`src/rtl/muldiv_unit_pkg.sv`:
```
// Shared CPU definitions used by the execute-stage blocks: datapath widths,
// multiply/divide operation encodings and the multiply/divide FSM state type.
package muldiv_unit_pkg;

   localparam int CPU_WIDTH          = 24;
   localparam int CPU_REG_ADDR_WIDTH = 4;

   typedef enum logic [1:0] {
      OP_MUL  = 2'b00,
      OP_MULH = 2'b01,
      OP_DIV  = 2'b10,
      OP_REM  = 2'b11
   } mdu_op_e;

   typedef enum logic [1:0] {
      ST_IDLE = 2'b00,
      ST_RUN  = 2'b01,
      ST_DONE = 2'b10
   } mdu_state_e;

endpackage

```
`src/rtl/muldiv_unit.sv`:
```
// Iterative unsigned multiply/divide unit: shift-add multiply and restoring
// divide sharing one hi/lo register pair, one bit per cycle, fixed WIDTH-cycle latency.
module muldiv_unit
   import muldiv_unit_pkg::*;
#(
   parameter int WIDTH          = CPU_WIDTH,
   parameter int REG_ADDR_WIDTH = CPU_REG_ADDR_WIDTH
) (
   input  logic                      Clock,
   input  logic                      Reset,
   input  logic                      Start,
   input  logic [1:0]                Op,
   input  logic [WIDTH-1:0]          OperandA,
   input  logic [WIDTH-1:0]          OperandB,
   input  logic [REG_ADDR_WIDTH-1:0] DestIn,
   output logic                      Busy,
   output logic                      Done,
   output logic [WIDTH-1:0]          Result,
   output logic [REG_ADDR_WIDTH-1:0] DestOut
);

   localparam int CNT_W = $clog2(WIDTH);
   localparam logic [CNT_W-1:0] LAST_STEP = CNT_W'(WIDTH - 1);

   // Handshake: Start is taken only while Busy is low; Busy stays high through
   // RUN and DONE, and Done is a single-cycle strobe carrying Result/DestOut.
   mdu_state_e                state_q;
   mdu_op_e                   op_q;
   logic [CNT_W-1:0]          cnt_q;
   logic [WIDTH-1:0]          hi_q, hi_d;
   logic [WIDTH-1:0]          lo_q, lo_d;
   logic [WIDTH-1:0]          b_q;
   logic [WIDTH-1:0]          result_q, result_d;
   logic [REG_ADDR_WIDTH-1:0] dest_q;
   logic                      busy_q;
   logic                      done_q;

   logic [WIDTH:0]            sum;
   logic [WIDTH:0]            rem_trial;
   logic [WIDTH-1:0]          mul_addend;

   // Multiply: hi:lo is the product, lo initially the multiplier shifted out LSB first.
   // Divide: hi is the partial remainder, lo the dividend shifting out MSB first
   // while quotient bits shift in behind it.
   always_comb begin
      hi_d       = hi_q;
      lo_d       = lo_q;
      sum        = '0;
      rem_trial  = '0;
      mul_addend = lo_q[0] ? b_q : '0;
      if (op_q == OP_MUL || op_q == OP_MULH) begin
         sum  = {1'b0, hi_q} + {1'b0, mul_addend};
         hi_d = sum[WIDTH:1];
         lo_d = {sum[0], lo_q[WIDTH-1:1]};
      end else begin
         rem_trial = {hi_q, lo_q[WIDTH-1]};
         if (rem_trial >= {1'b0, b_q}) begin
            hi_d = WIDTH'(rem_trial - {1'b0, b_q});
            lo_d = {lo_q[WIDTH-2:0], 1'b1};
         end else begin
            hi_d = WIDTH'(rem_trial);
            lo_d = {lo_q[WIDTH-2:0], 1'b0};
         end
      end
      result_d = (op_q == OP_MULH || op_q == OP_REM) ? hi_d : lo_d;
   end

   always_ff @(posedge Clock or posedge Reset) begin
      if (Reset) begin
         state_q  <= ST_IDLE;
         op_q     <= OP_MUL;
         cnt_q    <= '0;
         hi_q     <= '0;
         lo_q     <= '0;
         b_q      <= '0;
         result_q <= '0;
         dest_q   <= '0;
         busy_q   <= 1'b0;
         done_q   <= 1'b0;
      end else begin
         case (state_q)
            ST_IDLE: begin
               if (Start) begin
                  state_q <= ST_RUN;
                  op_q    <= mdu_op_e'(Op);
                  hi_q    <= '0;
                  lo_q    <= OperandA;
                  b_q     <= OperandB;
                  dest_q  <= DestIn;
                  cnt_q   <= '0;
                  busy_q  <= 1'b1;
               end
            end
            ST_RUN: begin
               hi_q  <= hi_d;
               lo_q  <= lo_d;
               cnt_q <= cnt_q + 1'b1;
               if (cnt_q == LAST_STEP) begin
                  state_q  <= ST_DONE;
                  result_q <= result_d;
                  done_q   <= 1'b1;
               end
            end
            ST_DONE: begin
               state_q <= ST_IDLE;
               done_q  <= 1'b0;
               busy_q  <= 1'b0;
            end
            default: begin
               state_q <= ST_IDLE;
               done_q  <= 1'b0;
               busy_q  <= 1'b0;
            end
         endcase
      end
   end

   assign Busy    = busy_q;
   assign Done    = done_q;
   assign Result  = result_q;
   assign DestOut = dest_q;

endmodule

```
`config.mk`:
```
export PLATFORM = sky130hd
export DESIGN_NAME = muldiv_unit
export DESIGN_NICKNAME = d
export VERILOG_FILES = /design/src/rtl/muldiv_unit_pkg.sv /design/src/rtl/muldiv_unit.sv
export SDC_FILE = /design/constraint.sdc
export NUM_CORES = 1
export LEC_CHECK = 0
export ABC_AREA = 1
export ABC_CLOCK_PERIOD_IN_PS = 7680
export CAP_MARGIN = 20
export CORE_UTILIZATION = 40
export DETAILED_ROUTE_END_ITERATION = 8
export HOLD_SLACK_MARGIN = 0.12
export PLACE_DENSITY = 0.64
export SYNTH_ARGS = -nofsm -noshare
export SYNTH_HDL_FRONTEND = slang
export SYNTH_SLANG_ARGS = --single-unit
export TNS_END_PERCENT = 50
```
`constraint.sdc`:
```
create_clock -name Clock -period 7.68 [get_ports Clock]
set_input_delay 1.152 -clock Clock [delete_from_list [all_inputs] [get_ports Clock]]
set_output_delay 1.152 -clock Clock [all_outputs]
set_load 0.01 [all_outputs]
```
==> key figures <==
Status
  – Run status: finished clean

Clock network
  – Clock-pin transition on the worst setup and hold timing paths: 80 ps
  – Clk root buf: clkbuf_16
  – CTS tree: built
  – CTS sink cnt: 111
  – H-tree levels: 3
  – Postcts setup bufs: 0
  – Clock buffer depth: 2
  – PostCTS Resize Cnt: 0
  – Later-pin clock latency in the skew report: 370 ps
  – TritonCTS buffer count: 9
  – CTS hold repair buffers: 0

Detailed routing
  – Drt total wl: 28600 um
  – Vias per std cell: 5.21
  – DR iter-0 viols: 784
  – Drt pass-1 iters: 5
  – DRT antenna net count: 0
  – Vias: 9442
  – Routed len/inst: 15.8 um
  – DRC viols: 0

Timing
  – RSZ-0062 raised after global routing: false
  – Final slew viol count: 0
  – Final hold violations: 0
  – Clock Skew: between 8 and 9 ps
  – Fmax: 295 MHz
  – Period utilization: 44.1%
  – Worst Max-Slew Pin Slew: roughly 960 ps
  – Fin crit period: 3380 ps
  – Slew HR: 35.7%
  – Final setup viols: 0
  – Setup TNS: 0 ps

Logic synthesis
  – Post-synth EDFFs: 0
  – Cell area after synthesis: 9230 sq um
  – Area leader, netlist: dfrtp_1
  – Share of the synthesized area in the top cell type: a little under a third
  – Synth cell types: 39
  – Synth async-reset ratio: 100%
  – #FFs+latches synth: 111
  – Most frequent cell after synthesis: nand2_1
  – Post-synthesis sequential area ratio: 30.1%
  – Synth Flop Type: dfrtp_1
  – Synth area leaders: dfrtp_1 (30%), nand2_1 (20%), inv_1 (10%)
  – Yosys warns: 0
  – Avg Inst Size Synth: about 6.3 sq um
  – Syn_nets: 1575
  – Commonest cells post-synth: nand2_1 (495), inv_1 (250), nand3_1 (125)
  – Cells after Synth: 1467

Critical path
  – Worst setup EP type: register
  – CP arrival: 3640 ps
  – Max FO, Critical Path: 59
  – Reg-to-Reg Start: lo_q[0]
  – Critical path origin: Start
  – Critical Path Start Type: input port
  – CP Class: in -> reg
  – Worst Path Required: just under 8000 ps

Pwr
  – Sw Share: 55.3%
  – Leakage Power: between 5 and 6 nW
  – Psw: just over 0.003 W
  – Clock share of power: 8.8%
  – Total power: 0.00554 W
  – Comb pwr share: 71.1%
  – Sequential power share: 20.1%
  – Internal power: 0.00248 W
  – VDD IR-drop max: 0.000166 V
  – PD cells: 523 nW/um^2

Layout
  – Ant diodes: 0
  – Fill count: approximately 2400
  – Final Net Count: 1631
  – Area Growth Syn to Fin: 14.7%
  – Layout cell share with drive strength beyond 1: under 10%

Die
  – Die height: between 150 and 200 um
  – Num rows: 55
  – Die Wd: 154 um
  – Initial Util: 40.8%
  – # IOs: 87
  – Die area: 23700 sq um
  – Core ar.: 22600 sq um

Placed design
  – Placed wire-length estimate: 22100 um
  – IO buf count: 86
  – GPL Wtd Cong: a little under 1

Global routing
  – Largest net degree at the start of global routing: between 80 and 90
  – First-pass GRT wire length: between 40000 and 50000 um
  – Grt total ovfl: 0
  – Vias in the first global route: roughly 8700
  – Initial antenna violation count: 0
  – Total track usage: 25.0%

Min path
  – Hold path start: Result[4]
  – Worst hold path type: reg -> reg

Run
  – Max Cap Viol: 0
## per-stage QoR
stage / hold slack (ps) / area [sq um] / utilization, % / instances / worst slack (ps)
3_5_place_dp: 468 / 10300 / 45.5 / 1797 / 3900
5_1_grt: 514 / 10600 / 46.8 / 1813 / 4170
2_1_floorplan: 470 / 9230 / - / 1467 / 3600
3_3_place_gp: 464 / 10300 / 45.5 / 1797 / 3930
4_1_cts: 490 / 10600 / 46.8 / 1813 / 4290
6_report: 484 / 10600 / 46.8 / 1813 / 4300
## registers in the layout, indices dropped and copies added (netlist names)
register  count
Busy          1
DestOut       4
Done          1
Result       24
b_q          24
cnt_q         5
hi_q         24
lo_q         24
op_q          2
state_q       2
## critical path: stages
cell and delay, ps:
clkdlybuf4s50_1 450, buf_4 260, nand2_2 70, buf_4 300, nand2_1 140, buf_4 490
clkinv_1 460, a22o_1 290
## logic make-up (layout without fill, tap and decap cells)
| kind of cell | Yosys count | count (layout) | share of synthesized area [%] |
|---|---|---|---|
| simple gates | 807 | 807 | 37.5 |
| compound gates | 170 | 170 | 10.3 |
| buf+inv | 307 | 368 | 12.9 |
| fa+ha+maj | 51 | 51 | 7.08 |
| xor+xnor | 16 | 16 | 1.52 |
| mux | 5 | 5 | 0.610 |
| flops | 111 | 111 | 30.1 |
## worst paths after layout
kind,end,slack (ps),cells past startpoint
max reg2reg,Result[21],4520,15
min in group asynchronous,cnt_q[0],1210,2
min,Result[4],480,2
min reg2reg,Result[4],480,2
max in group asynchronous,Result[13],5190,3
max,cnt_q[1],4300,8
## cell type report
cell class | instances | area (sq um) | area share (%)
Clock inverter | 6 | 67.6 | 0.638
Sequential cell | 111 | 2780 | 26.2
Timing Repair Buffer | 95 | 928 | 8.77
Clock buffer | 10 | 229 | 2.16
Inverter | 257 | 967 | 9.13
Tap cell | 285 | 357 | 3.37
Multi-Input combinational cell | 1049 | 5260 | 49.7
## cells in the final DEF (no fill, tap or decap), drive strengths merged
cell,instances
clkbuf,10
a22o,1
xnor2,14
o22ai,1
o21ai,59
o221ai,12
or2,7
and2,1
o211ai,11
xor2,2
o31ai,2
fa,2
a31oi,2
nand3b,5
inv,257
clkdlybuf4s50,86
ha,49
buf,9
clkinv,6
nor3,7
nand4,30
nand2,502
nand3,138
nor2,117
a21oi,77
dfrtp,111
mux2,5
o21bai,5
## metal layers
layer,up-vias,track usage (%),wire [um]
met4,0,7.71,728
met3,47,3.13,1570
met5,-,0,0
li1,4724,-,-
met2,312,40.1,13100
met1,4359,34.9,13300
## power groups by stage
stage / Combinational [W] / Clock (W) / Sequential (W)
2_1_floorplan: 0.00286 / 0 / 0.00105
3_3_place_gp: 0.00387 / 0 / 0.00112
3_5_place_dp: 0.00390 / 0 / 0.00112
4_1_cts: 0.00391 / 0.000497 / 0.00112
5_1_grt: 0.00442 / 0.000517 / 0.00114
6_report: 0.00394 / 0.000486 / 0.00111
(Power assumes the default switching activity.)
